### config.mk
export PLATFORM = sky130hd
export DESIGN_NAME = mult_arbiter
export DESIGN_NICKNAME = d
export VERILOG_FILES = /design/src/rtl/mult_arb_pkg.sv /design/src/rtl/mult_shift_add_core.sv /design/src/rtl/mult_arbiter.sv
export SDC_FILE = /design/constraint.sdc
export NUM_CORES = 1
export LEC_CHECK = 0
export CELL_PAD_IN_SITES_DETAIL_PLACEMENT = 1
export CELL_PAD_IN_SITES_GLOBAL_PLACEMENT = 1
export CORE_MARGIN = 2
export CORE_UTILIZATION = 40
export CTS_CLUSTER_SIZE = 30
export DETAILED_ROUTE_END_ITERATION = 16
export PLACE_DENSITY_LB_ADDON = 0.1
export SYNTH_ARGS = -nofsm -noshare
export SYNTH_HDL_FRONTEND = slang
export SYNTH_SLANG_ARGS = --single-unit
### constraint.sdc
create_clock -name clk -period 7.9 [get_ports clk]
set_input_delay 1.185 -clock clk [delete_from_list [all_inputs] [get_ports clk]]
set_output_delay 1.185 -clock clk [all_outputs]
set_load 0.05 [all_outputs]
### src/rtl/mult_arb_pkg.sv
// Shared types and sizing helpers for the round-robin multiplier arbiter.
// Optional build macro: MULT_ARB_EARLY_DONE_EN (see mult_shift_add_core).
package mult_arb_pkg;

  typedef enum logic [1:0] {
    IDLE,
    CALC,
    DONE
  } state_e;

  localparam int DEF_N = 4;
  localparam int DEF_W = 4;

  function automatic int prod_w(input int w);
    return 2 * w;
  endfunction

  function automatic int idx_w(input int n);
    return (n > 1) ? $clog2(n) : 1;
  endfunction

endpackage

### src/rtl/mult_shift_add_core.sv
// Sequential shift-add multiplier datapath, one bit of A per step.
// MULT_ARB_EARLY_DONE_EN: flag last once the remaining A bits are all zero.
module mult_shift_add_core
  import mult_arb_pkg::*;
#(
  parameter int W = DEF_W
) (
  input  logic                 clk,
  input  logic                 rst,
  input  logic                 start_i,
  input  logic                 step_i,
  input  logic [W-1:0]         a_i,
  input  logic [W-1:0]         b_i,
  output logic [prod_w(W)-1:0] acc_next_o,
  output logic                 last_o
);

  localparam int PW = prod_w(W);
  localparam int BW = idx_w(W);

  logic [W-1:0]  a_q, b_q;
  logic [PW-1:0] acc_q, addend;
  logic [BW-1:0] idx_q;
  logic          idx_last;

  always_comb begin
    addend = '0;
    if (a_q[idx_q]) begin
      addend = {{W{1'b0}}, b_q} << idx_q;
    end
    acc_next_o = acc_q + addend;
  end

  assign idx_last = (idx_q == BW'(W - 1));

`ifdef MULT_ARB_EARLY_DONE_EN
  logic [W-1:0] a_rest;
  assign a_rest = (a_q >> idx_q) >> 1;
  assign last_o = idx_last || (a_rest == '0);
`else
  assign last_o = idx_last;
`endif

  always_ff @(posedge clk) begin
    if (!rst) begin
      a_q   <= '0;
      b_q   <= '0;
      acc_q <= '0;
      idx_q <= '0;
    end else if (start_i) begin
      a_q   <= a_i;
      b_q   <= b_i;
      acc_q <= '0;
      idx_q <= '0;
    end else if (step_i) begin
      acc_q <= acc_next_o;
      idx_q <= idx_q + 1'b1;
    end
  end

endmodule

### src/rtl/mult_arbiter.sv
// Round-robin arbiter sharing one shift-add multiplier among N requesters.
// Optional build macro: MULT_ARB_EARLY_DONE_EN (variable-latency CALC).
module mult_arbiter
  import mult_arb_pkg::*;
#(
  parameter int N = DEF_N,
  parameter int W = DEF_W
) (
  input  logic                 clk,
  input  logic                 rst,
  input  logic [N-1:0]         req,
  input  logic [N*W-1:0]       a_in,
  input  logic [N*W-1:0]       b_in,
  output logic [N-1:0]         gnt,
  output logic                 busy,
  output logic [N-1:0]         rsp_valid,
  output logic [idx_w(N)-1:0]  rsp_id,
  output logic [prod_w(W)-1:0] product
);

  localparam int PW = prod_w(W);
  localparam int IW = idx_w(N);

  state_e        state_q;
  logic [N-1:0]  gnt_q, rsp_valid_q;
  logic          busy_q;
  logic [IW-1:0] rsp_id_q, ptr_q, ptr_d, owner_d;
  logic [PW-1:0] product_q, acc_next;
  logic          found, start, step, last;
  logic [W-1:0]  a_arr [N];
  logic [W-1:0]  b_arr [N];

  function automatic logic [N-1:0] onehot(input logic [IW-1:0] i);
    onehot    = '0;
    onehot[i] = 1'b1;
  endfunction

  always_comb begin
    for (int k = 0; k < N; k++) begin
      a_arr[k] = a_in[k*W +: W];
      b_arr[k] = b_in[k*W +: W];
    end
  end

  // First asserted request at or after the rr pointer, wrapping.
  always_comb begin
    int j;
    logic [IW-1:0] cand;
    owner_d = '0;
    found   = 1'b0;
    for (int k = 0; k < N; k++) begin
      j = int'(ptr_q) + k;
      if (j >= N) j = j - N;
      cand = IW'(j);
      if (!found && req[cand]) begin
        found   = 1'b1;
        owner_d = cand;
      end
    end
  end

  assign ptr_d = (rsp_id_q == IW'(N - 1)) ? '0 : rsp_id_q + 1'b1;
  assign start = (state_q == IDLE) && found;
  assign step  = (state_q == CALC);

  mult_shift_add_core #(
    .W (W)
  ) u_core (
    .clk        (clk),
    .rst        (rst),
    .start_i    (start),
    .step_i     (step),
    .a_i        (a_arr[owner_d]),
    .b_i        (b_arr[owner_d]),
    .acc_next_o (acc_next),
    .last_o     (last)
  );

  always_ff @(posedge clk) begin
    if (!rst) begin
      state_q     <= IDLE;
      gnt_q       <= '0;
      rsp_valid_q <= '0;
      busy_q      <= 1'b0;
      rsp_id_q    <= '0;
      ptr_q       <= '0;
      product_q   <= '0;
    end else begin
      unique case (state_q)
        IDLE: begin
          if (found) begin
            state_q  <= CALC;
            gnt_q    <= onehot(owner_d);
            rsp_id_q <= owner_d;
            busy_q   <= 1'b1;
          end
        end
        CALC: begin
          if (last) begin
            state_q     <= DONE;
            product_q   <= acc_next;
            rsp_valid_q <= onehot(rsp_id_q);
          end
        end
        DONE: begin
          state_q     <= IDLE;
          gnt_q       <= '0;
          rsp_valid_q <= '0;
          busy_q      <= 1'b0;
          ptr_q       <= ptr_d;
        end
        default: state_q <= IDLE;
      endcase
    end
  end

  assign gnt       = gnt_q;
  assign busy      = busy_q;
  assign rsp_valid = rsp_valid_q;
  assign rsp_id    = rsp_id_q;
  assign product   = product_q;

endmodule

# [Yosys cells after proc, flatten, opt, wreduce, memory -nomap -nowiden]
# Index checks and enable logic that the tools add are counted.
[totals] mem_bits_ro=0 mem_count=0 latch_bits=0 ramBits=0 inputBits=38 out_inout_bits=19 register_bits=41
[op_classes] reduce_logical=18 add_sub_neg=10 shifts=1 n_div=0 n_bitwise=2 n_mux=43 multipliers=0 n_eq_ne=6 order_cmp=14
[ops] operator="$mux 4" n=6
[ops] operator="$mux 2" n=11
[ops] operator="$lt 2x3->1 const B" n=7
[ops] operator="$bmux 4 s2" n=2
[ops] operator="$pmux 4 s2" n=2
[ops] operator="$ge 3x3->1 const B" n=4
[ops] operator="$mux 1" n=12
[ops] operator="$bmux 1 s2" n=5
[ops] operator="$reduce_and 2->1" n=5
[ops] operator="$add 8x8->8" n=1
[ops] operator="$mux 8" n=1
[ops] operator="$shl 4x2->8" n=1
[ops] operator="$sub 2x1->2 const B" n=4
[ops] operator="$add 2x2->3 const B" n=2
[ops] operator="$eq 2x2->1 const B" n=3
[ops] operator="$logic_and 1x1->1" n=6
[ops] operator="$add 2x1->2 const B" n=2
[ops] operator="$demux 1 s2" n=2
[ops] operator="$ge 2x1->1 const B" n=2
[ops] operator="$pmux 2 s2" n=1
[ops] operator="$reduce_bool 2->1" n=2
[ops] operator="$add 2x1->3 const B" n=1
[ops] operator="$ge 2x3->1 const B" n=1
[ops] operator="$logic_not 1->1" n=3
[ops] operator="other kinds (8)" n=8

# [Depth between registers and ports, before layout]
# Gate-level depths: netlist of run 1.
[logic_depth] ltp_word=20 ltp_mapped=11 mapped_depth_nobuf=10

# [By module]
# From an unflattened synthesis of run 1, not the netlist that was laid out.
[hier_totals] cells_unflattened=273 area_unflattened_um2=2534.9
[modules_own_cells] module="mult_arbiter" instances=1 cells_each=144 area_each_um2=1287.5 seq_area_each_um2=460.4
[modules_own_cells] module="mult_shift_add_core" instances=1 cells_each=129 area_each_um2=1247.4 seq_area_each_um2=360.3

# [Worst setup path after synthesis of run 1]
# No wires, ideal clock.
[synth_timing] kind="register to register" start="register u_core.idx_q[1]" end="register u_core.acc_q[6]" t_arrival_ns=2.390 path_stages_with_launch=10 required_time_ns=7.778 setup_slack_ns=5.388 n_path_buf=1 cell_sequence="dfxtp_1 clkbuf_1 mux4_2 and2_1 ha_1 nor2b_1 o31a_1 o21ai_1 a2111oi_0 a311o_1"
[synth_between] elab_chain_cells=4
[synth_rtl] item="start, declared" line_no="mult_shift_add_core.sv:23" rtl="logic [BW-1:0] idx_q;"
[synth_rtl] item="start signal, assigned" line_no="mult_shift_add_core.sv:57" rtl="idx_q <= idx_q + 1'b1;"
[synth_rtl] item="$bmux 1 s2" line_no="mult_shift_add_core.sv:28" rtl="if (a_q[idx_q]) begin"
[synth_rtl] item="$mux 1 (not written as such)" line_no="mult_shift_add_core.sv:28"
[synth_rtl] item="$mux 8 (*)" line_no="mult_shift_add_core.sv:28"
[synth_rtl] item="$add 8x8->8 (*)" line_no="mult_shift_add_core.sv:31" rtl="acc_next_o = acc_q + addend;"
[synth_rtl] item="end signal, assigned" line_no="mult_shift_add_core.sv:56" rtl="acc_q <= acc_next_o;"
[synth_rtl] item="end, declared" line_no="mult_shift_add_core.sv:22" rtl="logic [PW-1:0] acc_q, addend;"
# Every way passes the cells marked *; elsewhere a longest branch is shown, timed or not. The select of a mux whose other input is x is not followed.
# A chain may end at the register's enable or synchronous reset.

# [Final worst setup path of run 1]
[layout_timing] start="input req[1]" end="register u_core.acc_q[6]"
[layout_between] elab_chain_cells=14
[layout_rtl] item="start, declared" line_no="mult_arbiter.sv:11" rtl="input logic [N-1:0] req,"
[layout_rtl] item="$bmux 1 s2" line_no="mult_arbiter.sv:55" rtl="if (!found && req[cand]) begin"
[layout_rtl] item="$mux 1 (not written as such)" line_no="mult_arbiter.sv:55"
[layout_rtl] item="$mux 1" line_no="mult_arbiter.sv:55"
[layout_rtl] item="$logic_not 1->1" line_no="mult_arbiter.sv:55"
[layout_rtl] item="$logic_and 1x1->1" line_no="mult_arbiter.sv:55"
[layout_rtl] item="$mux 1" line_no="mult_arbiter.sv:55"
[layout_rtl] item="$logic_not 1->1" line_no="mult_arbiter.sv:55"
[layout_rtl] item="$logic_and 1x1->1" line_no="mult_arbiter.sv:55"
[layout_rtl] item="$mux 1" line_no="mult_arbiter.sv:55"
[layout_rtl] item="$logic_not 1->1" line_no="mult_arbiter.sv:55"
[layout_rtl] item="$logic_and 1x1->1" line_no="mult_arbiter.sv:55"
[layout_rtl] item="$mux 1 (*)" line_no="mult_arbiter.sv:55"
[layout_rtl] item="$logic_and 1x1->1 (*)" line_no="mult_arbiter.sv:63" rtl="assign start = (state_q == IDLE) && found;"
[layout_rtl] item="$reduce_or 2->1 (no source line) (*)"
# Marks and branches as above.

==> results of run 1 <==
[cells in the mapped netlist, types with 2 or more instances]
master / instances / share of area (%)
o21a_1: 4 / 1.3
nand3_1: 26 / 5.4
a21boi_0: 11 / 3.4
a211oi_1: 2 / 0.63
buf_4: 5 / 1.6
buf_1: 3 / 0.47
o221ai_1: 8 / 2.9
nor2_1: 8 / 1.3
nand2_1: 37 / 5.8
inv_1: 9 / 1.4
nor3_1: 5 / 1.0
ha_1: 12 / 6.3
a21oi_1: 11 / 2.3
nand3b_1: 3 / 0.94
nand2b_1: 2 / 0.52
a21o_1: 3 / 0.94
buf_2: 2 / 0.42
o21ai_0: 10 / 2.1
clkbuf_1: 7 / 1.1
nor2b_1: 5 / 1.3
a311o_1: 3 / 1.3
xnor2_1: 3 / 1.1
and2_1: 9 / 2.3
nand4b_1: 2 / 0.73
o211a_1: 2 / 0.83
mux2i_1: 18 / 7.5
o31ai_1: 3 / 0.94
o21ai_1: 2 / 0.42
dfxtp_1: 41 / 34
[worst reg2reg max path: cells and delay by family (launching register included)]
family	cells	cell delay [ns]
flops	1	0.63
simple gates	2	0.32
compound gates	4	1.02
mux	1	0.59
fa+ha+maj	1	0.32
[where the power goes]
group | internal, µW | total (µW) | switching (µW)
Combinational | 37.8 | 77.2 | 39.4
Clock | 62.8 | 132 | 68.9
Sequential | 214 | 223 | 8.52
Total | 315 | 432 | 117
[registers in the layout (all words and copies together) (netlist names)]
| signal | cells |
|---|---|
| product | 8 |
| rsp_valid | 4 |
| u_core.idx_q | 2 |
| busy | 1 |
| u_core.a_q | 4 |
| ptr_q | 2 |
| u_core.acc_q | 8 |
| rsp_id | 2 |
| u_core.b_q | 4 |
| state_q | 2 |
| gnt | 4 |
[routing by layer]
| metal | GRT usage, % | vias up | wire length, µm |
|---|---|---|---|
| li1 | - | 1098 | - |
| met1 | 25.6 | 1030 | 2910 |
| met2 | 37.0 | 39 | 3060 |
| met3 | 3.96 | 5 | 230 |
| met4 | 6.10 | 0 | 61 |
| met5 | 0 | - | 0 |
[through the flow]
step | worst slack, ns | instance area [µm²] | total power [µW] | std cells
5_1_grt | 4.23 | 3050 | 454 | 401
2_1_floorplan | 5.39 | 2400 | 272 | 278
3_3_place_gp | 4.23 | 2970 | 303 | 393
3_5_place_dp | 4.16 | 2970 | 305 | 393
4_1_cts | 4.46 | 3050 | 439 | 401
6_report | 4.42 | 3050 | 432 | 401
[cell type report]
type	instances	area [µm²]
well taps	75	93.8
clock buffers	8	80.1
inverters	9	33.8
multi-input cells	210	1450
repair buffers	58	576
flip-flops and latches	41	821
fillers	702	2800
[kinds of logic (layout without fill, tap and decap cells)]
family	after synthesis	after routing
flip-flops	41	41
XOR/XNOR	3	3
AND/OR/NAND/NOR	105	105
AO/OA/AOI/OAI	69	69
multiplexers	20	20
buffers and inverters	27	75
adder cells (fa/ha/maj)	13	13
[path summary, 6_finish.rpt]
kind                                       from               to  slack [ns]  depth (start not counted)
worst max register to register  u_core.idx_q[0]  u_core.acc_q[6]        4.91                          8
worst min register to register       product[0]       product[0]        0.46                          2
worst max-delay path                     req[1]  u_core.acc_q[6]        4.42                          6
worst min-delay path                 product[0]       product[0]        0.46                          2
==> metrics.csv, run 1 <==
metric,value,unit
worst slew pin tran,0.671,ns
Die Y,81.5,µm
Yosys reg bits,41,
RSZ-0062 raised after global routing,no,
Avg Inst Size Synth,8.63,µm²
core area,5850,µm²
fraction of layout cells with a size suffix above 1,4.91,%
simple-gate share of the synthesized area,22.4,%
Worst-path clk slew,0.07,ns
Post-route DRC,0,
WP buf/inv,1,
Clock H-tree levels,2,
Yosys warning count,0,
routability cong.,0.770,
final cycle utilization of the critical path,44.1,%
row count,28,
Pwr per Cell Area,141,nW/µm²
CTS buffer count,5,
VDD IR-drop max,0.0884,mV
end-of-flow core utilization,52.2,%
final worst path period need,3.48,ns
area of the mapped netlist,2400,µm²
mux cell area share after synthesis,8.92,%
total gr overflow,0,
"EDFF count, synth",0,
CTS tree,done,
"Area growth, synth to finish",27.2,%
die span in x,81.5,µm
Min Hold Slack,0.464,ns
largest family of logic cells by synthesized area,simple AND/OR/NAND/NOR gates,
all-layer global routing usage,20.9,%
slew margin rel.,55.3,%
post-CTS setup buffers,0,
Starting Density,41.0,%
most frequent cells in the layout,"clkdlybuf4s50_1, dfxtp_1, nand2_1, nand3_1, mux2i_1",
"most common cell after layout, fill and taps aside",clkdlybuf4s50_1,
Worst Path Arrival,3.71,ns
Post-Route Skew,0.00651,ns
DRT Pass-1 Iters,4,
Synth Area in Compound Gates,20.9,%
number of global-route vias before repair,2205,
"Hold Vio Cnt, Final",0,
initial detailed-routing violation count,76,
via count,2172,
CP Max Fanout,21,
total negative slack,0,ns
slowest CP cell,or3_1,
Top delay family on crit path,simple AND/OR/NAND/NOR gates,
register area share after synthesis,34.2,%
drt wl/cell,15.6,µm
Final setup viols,0,
CTS Buffer Depth,2,
synthesized instance count,278,
largest net degree at the start of global routing,38,
post-DP HPWL,4.76,mm
I/O Buffers,56,
CTS Sinks,41,
Post-Route WL,6.26,mm
antenna-violating nets left,0,
max-cap violation count,0,
CTS Hold Buffers Added,0,
antenna violations before repair,0,
crit-path cells,clkdlybuf4s50_1 > nor4_2 > or3_1 > nand2_1 > a2111oi_0 > a311o_1,
clock root cell,clkbuf_8,
Synth Area in XOR/XNOR,1.09,%
outcome,"complete, no violations",
Leakage,0.00118,µW
"Slew Viols, Final",0,
"Primary FF master, synth",dfxtp_1,
Ports,57,
Post-synth ARST share,0,%
Worst EP required,8.13,ns
Antenna Cells,0,
Post-layout nets,376,
Adder-Cell Fraction of Synth Area,7.09,%
syn nets,329,
first-pass GRT wire length,10.6,mm
critical path class,in -> reg,
Hold WC Path Type,reg -> reg,
vias per cell,5.42,
"Distinct cells, synth",51,
Skew-Pair Late Insertion Delay,0.29,ns
CTS resizes,0,
Max Fclk,287,MHz
Worst setup EP type,flip-flop,
Die ar.,6630,µm²
CP startpoint kind,primary input,
max incr delay on CP,0.58,ns
Power figures use the tool's default switching activity.
==> run 2, diff against run 1 <==
Settings changed: CORE_UTILIZATION 40 to 37.
Clock period 7.9 ns to 3.31 ns, I/O delays scaled along.
==> run 2 against run 1 <==
- via count grew 1.7%
- flip-flop and latch count unchanged
- wire length rose by 2.2%
- global-route usage down 2.3 points
==> metrics.csv, run 2 (same netlist as run 1, synthesis figures left out) <==
metric,value,unit
Worst setup EP type,flip-flop,
Starting Density,38.0,%
largest net degree at the start of global routing,37,
die span in x,84.5,µm
antenna violations before repair,0,
Clock H-tree levels,2,
antenna-violating nets left,0,
"Hold Vio Cnt, Final",0,
via count,2209,
post-CTS setup buffers,0,
Max Fclk,339,MHz
CTS Buffer Depth,2,
CTS tree,done,
most frequent cells in the layout,"clkdlybuf4s50_1, dfxtp_1, nand2_1, nand3_1, mux2i_1",
Post-route DRC,0,
pre-CTS WS,0.335,ns
Post-Route WL,6.39,mm
initial detailed-routing violation count,83,
RSZ-0062 raised after global routing,no,
Post-Route Skew,0.0100,ns
CTS buffer count,5,
vias per cell,5.44,
slew margin rel.,56.4,%
Hold WC Path Type,reg -> reg,
"Area growth, synth to finish",29.9,%
Post-layout nets,379,
first-pass GRT wire length,10.6,mm
final worst path period need,2.95,ns
CP startpoint kind,flip-flop,
# fillers,754,
routability cong.,0.835,
Worst Path Arrival,3.15,ns
DRT Pass-1 Iters,4,
total gr overflow,0,
Antenna Cells,0,
final cycle utilization of the critical path,89.2,%
Final setup viols,0,
CP Max Fanout,15,
Worst-path clk slew,0.08,ns
core area,6310,µm²
Die ar.,7150,µm²
post-DP HPWL,4.75,mm
smallest setup slack after layout,0.357,ns
fraction of layout cells with a size suffix above 1,6.69,%
Skew-Pair Late Insertion Delay,0.30,ns
clock root cell,clkbuf_8,
Worst EP required,3.50,ns
CTS Sinks,41,
final instance area,3120,µm²
"most common cell after layout, fill and taps aside",clkdlybuf4s50_1,
row count,29,
outcome,"complete, no violations",
worst slew pin tran,0.649,ns
Die Y,84.5,µm
all-layer global routing usage,18.6,%
Pwr per Cell Area,370,nW/µm²
total negative slack,0,ns
VDD IR-drop max,0.202,mV
I/O Buffers,56,
placed cell area,3000,µm²
max-cap violation count,0,
number of global-route vias before repair,2237,
CTS resizes,0,
Leakage,0.00122,µW
drt wl/cell,15.7,µm
CTS Hold Buffers Added,0,
critical path class,reg -> reg,
Ports,57,
"Slew Viols, Final",0,
==> run 2: layer usage <==
metal / vias to the layer above / part of all wire (%) / GRT usage (%)
li1: 1105 / - / -
met1: 1044 / 47 / 23.6
met2: 51 / 47 / 30.4
met3: 9 / 3.8 / 4.62
met4: 0 / 2.0 / 7.07
met5: - / 0 / 0
==> run 2: worst max-delay path: stages (launching register included) <==
cell,delay [ns]
dfxtp_1,0.63
mux4_2,0.59
and2_1,0.16
ha_1,0.32
nor2b_1,0.16
o31a_1,0.26
o21ai_1,0.23
a2111oi_0,0.16
a311o_1,0.34
==> run 2: worst paths after layout <==
check / startpoint / end / slack, ns / cells past startpoint
setup / recovery: u_core.idx_q[0] / u_core.acc_q[6] / 0.36 / 8
hold / removal: u_core.acc_q[0] / u_core.acc_q[0] / 0.47 / 2
setup reg to reg: u_core.idx_q[0] / u_core.acc_q[6] / 0.36 / 8
hold reg to reg: u_core.acc_q[0] / u_core.acc_q[0] / 0.47 / 2
==> run 2: area by class of cell <==
cell class | count | area (µm²) | area share, %
multi-input cells | 210 | 1450 | 46.5
flip-flops and latches | 41 | 821 | 26.3
repair buffers | 61 | 598 | 19.2
well taps | 77 | 96.3 | 3.09
clock buffers | 6 | 82.6 | 2.65
clock inverters | 2 | 37.5 | 1.20
inverters | 9 | 33.8 | 1.08
==> run 2: power breakdown <==
part / total [µW] / internal (µW) / leakage (µW) / switching (µW)
sequential: 531 / 511 / 0.000333 / 20.3
combinational: 187 / 92.5 / 0.000826 / 94.9
clock: 434 / 245 / 0.0000574 / 188
==> run 2: stage by stage <==
step	instances	total power, µW	utilization (%)	hold slack (ns)
2_1_floorplan	278	649	-	0.440
3_3_place_gp	398	728	47.5	0.449
3_5_place_dp	398	732	47.5	0.464
4_1_cts	406	1170	49.4	0.476
5_1_grt	406	1210	49.4	0.504
6_report	406	1150	49.4	0.471
==> RTL change 1 (settings of run 1) <==
The package constant `DEF_N` goes from 4 to 8.
--- a/src/rtl/mult_arb_pkg.sv
+++ b/src/rtl/mult_arb_pkg.sv
@@ -8,7 +8,7 @@
     DONE
   } state_e;
 
-  localparam int DEF_N = 4;
+  localparam int DEF_N = 8;
   localparam int DEF_W = 4;
 
   function automatic int prod_w(input int w);
Interface: changed (6 resized); port bits go from 57 to 102. No check against the original RTL was run, so the function may have changed too.
==> RTL change 1 against run 1 <==
  * Clock skew increased by 0.0055 ns
  * Die area increased by 70%
  * Sequential share of layout area decreased by 7.5 points
  * Sequential cell count increased by 10
  * Global-route usage increased by 1.9 points
  * Synthesized area increased by 75%
  * Power increased by 44%
  * Synthesized cell count increased by 64%
  * Wire length increased by 110%
  * Cell area increased by 73%
  * Setup slack got worse by 1.5 ns
==> RTL change 1: results (changes against run 1) <==
- Status: finished clean (unchanged)
- Vias in the first global route: 3958 (was 2205)
- Max VDD drop: 0.00008553 V (was 0.00008836 V)
- Post-Route Skew: 0.01201 ns (was 0.006514 ns)
- Setup ws final: 2.883 ns (was 4.417 ns)
- Synth area leaders: dfxtp_1 (24%), mux2i_1 (14%), mux4_2 (7.0%) (was dfxtp_1 (34%), mux2i_1 (7.5%), ha_1 (6.3%))
- Nets@finish: 622 (was 376)
- Slew @ Worst Pin: 1.031 ns (was 0.6708 ns)
- WL met1: 6052 µm (was 2909 µm)
- Final Wtd Congestion: 0.8520 (was 0.7697)
- Worst R2R Path Depth: 11 (was 8)
- Post-synthesis sequential area ratio: 24.37% (was 34.20%)
- Port buffer count: 101 (was 56)
- CP Max Fanout: 36 (was 21)
- CP max stage delay: 0.84 ns (was 0.58 ns)
- First-pass GRT wire length: 20730 µm (was 10630 µm)
- Metal3 WL: 637 µm (was 230 µm)
- Synth top area share: 24.37% (was 34.20%)
- Clk pin slew, worst setup/hold paths: 0.11 ns (was 0.07 ns)
- Share of layout cells above drive strength 1: 9.888% (was 4.908%)
- Total track usage: 22.76% (was 20.87%)
- 1st-iter DRT viols: 143 (was 76)
- Post-Syn Nets: 544 (was 329)
- Drt total wl: 12900 µm (was 6258 µm)
- CP max stage cell: and2b_2 (was or3_1)
RTL change 1: changes by cell type in the layout (fill, tap and decap cells not counted), moves of 12 or more:
cell / before / now
clkdlybuf4s50_1: 56 / 101
mux2i_1: 18 / 57
nand2_1: 37 / 57
nand3_1: 26 / 10
nor2b_1: 5 / 19
a22oi_1: 0 / 12
mux4_2: 1 / 13
RTL change 1: path summary, 6_finish.rpt:
kind	from	end
worst min register to register	rsp_valid[4]$_SDFFE_PN0P_	rsp_valid[4]$_SDFFE_PN0P_
worst max-delay path	ptr_q[0]$_SDFFE_PN0P_	u_core.a_q[3]$_SDFFE_PN0P_
worst min-delay path	rsp_valid[4]$_SDFFE_PN0P_	rsp_valid[4]$_SDFFE_PN0P_
worst max register to register	ptr_q[0]$_SDFFE_PN0P_	u_core.a_q[3]$_SDFFE_PN0P_
RTL change 1: layout make-up:
class	count	area [µm²]
multi-input cells	361	2903
repair buffers	104	1033
flip-flops and latches	51	1021
clock inverters	3	28.78
fillers	1215	4961
clock buffers	5	68.82
inverters	12	45.04
well taps	136	170.2
RTL change 1: metrics by stage:
step,hold slack [ns],area (µm²),total power [mW],utilization (%),cells
finish,0.4592,5270,0.6208,51.51,672
global route,0.4819,5270,0.6527,51.51,672
CTS,0.4662,5270,0.6296,51.51,672
detailed placement,0.4497,5172,0.4559,50.56,664
global placement,0.4446,5172,0.4524,50.56,664
floorplan,0.4400,4190,0.3881,-,457
RTL change 1: power by group:
part           total (mW)  switching, mW  internal [mW]  leakage, nW
Clock               0.171          0.105         0.0661       0.0502
Sequential          0.279         0.0124          0.266        0.415
Combinational       0.171         0.0852         0.0858         1.56
RTL change 1: routing by layer:
layer / global-route usage (%) / vias to the layer above
met5: 0 / -
met4: 4.229 / 0
met3: 3.004 / 7
li1: - / 1857
met2: 38.69 / 114
met1: 31.08 / 1884
==> RTL change 2 (settings of run 1) <==
Made on the original files. Reset style: asynchronous (`rst`), changed in 2 clocked blocks.
--- a/src/rtl/mult_shift_add_core.sv
+++ b/src/rtl/mult_shift_add_core.sv
@@ -41,7 +41,7 @@
   assign last_o = idx_last;
 `endif
 
-  always_ff @(posedge clk) begin
+  always_ff @(posedge clk or negedge rst) begin
     if (!rst) begin
       a_q   <= '0;
       b_q   <= '0;
--- a/src/rtl/mult_arbiter.sv
+++ b/src/rtl/mult_arbiter.sv
@@ -76,7 +76,7 @@
     .last_o     (last)
   );
 
-  always_ff @(posedge clk) begin
+  always_ff @(posedge clk or negedge rst) begin
     if (!rst) begin
       state_q     <= IDLE;
       gnt_q       <= '0;
Behaviour: differs if rst is asserted again (counterexample within 4 cycles, from zero or initial values and one cycle with rst low); with rst held inactive, the same outputs for 10 cycles.
==> RTL change 2 against run 1 <==
  * Clock skew is 0.0031 ns higher
  * Non-clock buffer count down 2
  * Synthesized area down 0.99%
  * Sequential cell count stayed put
  * First-iteration DRC count is 11% higher
  * Setup slack improved by 0.34 ns
  * Cell area rose by 1.5%
  * Wire length fell by 4.9%
  * Maximum frequency grew 11%
  * Sequential share of layout area rose by 6.2 points
  * Final cell count fell by 6.5%
Power is not compared: it rests on default switching activity, and its combinational part moved more than twofold at a synthesized area within 25%.
==> RTL change 2: results (changes against run 1) <==
- Post-Syn Instances: 245 (was 278)
- Flop2flop setup slack: 5.07 ns (was 4.91 ns)
- Placed cell count: 367 (was 393)
- Status: finished clean (unchanged)
- Hold Slack: 0.4866 ns (was 0.4637 ns)
- Post-Route Skew: 0.009578 ns (was 0.006514 ns)
- Crit path from: req[3] (was req[1])
- CP max stage cell: a211oi_2 (was or3_1)
- Hold_sp: product[1]$_DFFE_PN0P_ (was product[0]$_SDFFE_PN0P_)
- Slew headroom: 38.03% (was 55.28%)
- Register area: 1026 µm² (was 820.8 µm²)
- Post-synthesis sequential area ratio: 43.18% (was 34.20%)
- Drt total wl: 5950 µm (was 6258 µm)
- Share of layout cells above drive strength 1: 8.667% (was 4.908%)
- Synth area leaders: dfrtp_1 (43%), nand2_1 (6.6%), ha_1 (6.3%) (was dfxtp_1 (34%), mux2i_1 (7.5%), ha_1 (6.3%))
- Ys async rst share: 100.0% (was 0%)
- Final Wtd Congestion: 0.7909 (was 0.7697)
- Total track usage: 20.31% (was 20.87%)
- Worst hold endpoint: product[1]$_DFFE_PN0P_ (was product[0]$_SDFFE_PN0P_)
- Critical R2R Launch: u_core.idx_q[0]$_DFFE_PN0P_ (was u_core.idx_q[0]$_SDFFE_PP0P_)
- 1st-iter DRT viols: 84 (was 76)
- Vias in the first global route: 2101 (was 2205)
- Pre-CTS WS: 4.430 ns (was 4.160 ns)
- Placed Instance Area: 2983 µm² (was 2973 µm²)
- First-pass GRT wire length: 10310 µm (was 10630 µm)
- Fillers: 682 (was 702)
==> RTL change 2: cell count changes in the layout (fill, tap and decap cells not counted), sizes merged, moves of 5 or more <==
cell	delta
o21ai	+12
o221ai	-8
and2	-5
dfrtp	+41
a221o	+8
mux2	+10
a21boi	-11
nor2b	-6
mux2i	-16
nand3	-8
nand2	+5
dfxtp	-41
==> RTL change 2: logic make-up (layout without fill, tap and decap cells) <==
kind of cell	Yosys count	after routing	share of synthesized area, %
compound gates	66	66	18.48
xor+xnor	6	6	2.212
fa+ha+maj	13	13	7.162
buf+inv	18	73	3.212
flops	41	41	43.18
mux	14	14	7.952
simple gates	87	87	17.80
==> RTL change 2: final cells by class <==
type	instances	area share, %
Timing Repair Buffer	56	17.93
Multi-Input combinational cell	186	41.11
Clock inverter	3	1.494
Sequential cell	41	33.12
Inverter	9	1.090
Clock buffer	5	2.221
Tap cell	75	3.029
==> RTL change 2: how the worst max path moves through the flow <==
stage                                      to  slack, ns  cells past startpoint
finish              u_core.a_q[3]$_DFFE_PN0N_       4.76                      6
CTS                 u_core.a_q[3]$_DFFE_PN0N_       4.74                      6
detailed placement  u_core.a_q[3]$_DFFE_PN0N_       4.43                      6
global placement    u_core.a_q[0]$_DFFE_PN0N_       4.50                      6
global route        u_core.a_q[0]$_DFFE_PN0N_       4.55                      6
floorplan           u_core.a_q[2]$_DFFE_PN0N_       5.20                      6
==> RTL change 2: routing by layer <==
metal	GRT usage, %	wire length [µm]	up-vias
met3	3.778	247	6
met1	26.32	2683	948
met5	0	0	-
met2	34.63	2936	51
li1	-	-	987
met4	5.763	83	0
==> RTL change 2: worst register-to-register path, delay by kind of cell, from the launching register on <==
family	cells	cell delay (ns)
compound gates	4	0.73
flops	1	0.63
mux	1	0.60
fa+ha+maj	1	0.34
xor+xnor	1	0.24
simple gates	1	0.16
==> RTL change 2: power breakdown <==
group          switching, mW  total [mW]  leakage, nW  internal (mW)
Clock                 0.0774       0.172       0.0543         0.0946
Sequential            0.0860       0.381        0.526          0.295
Combinational          0.377       0.634        0.803          0.257
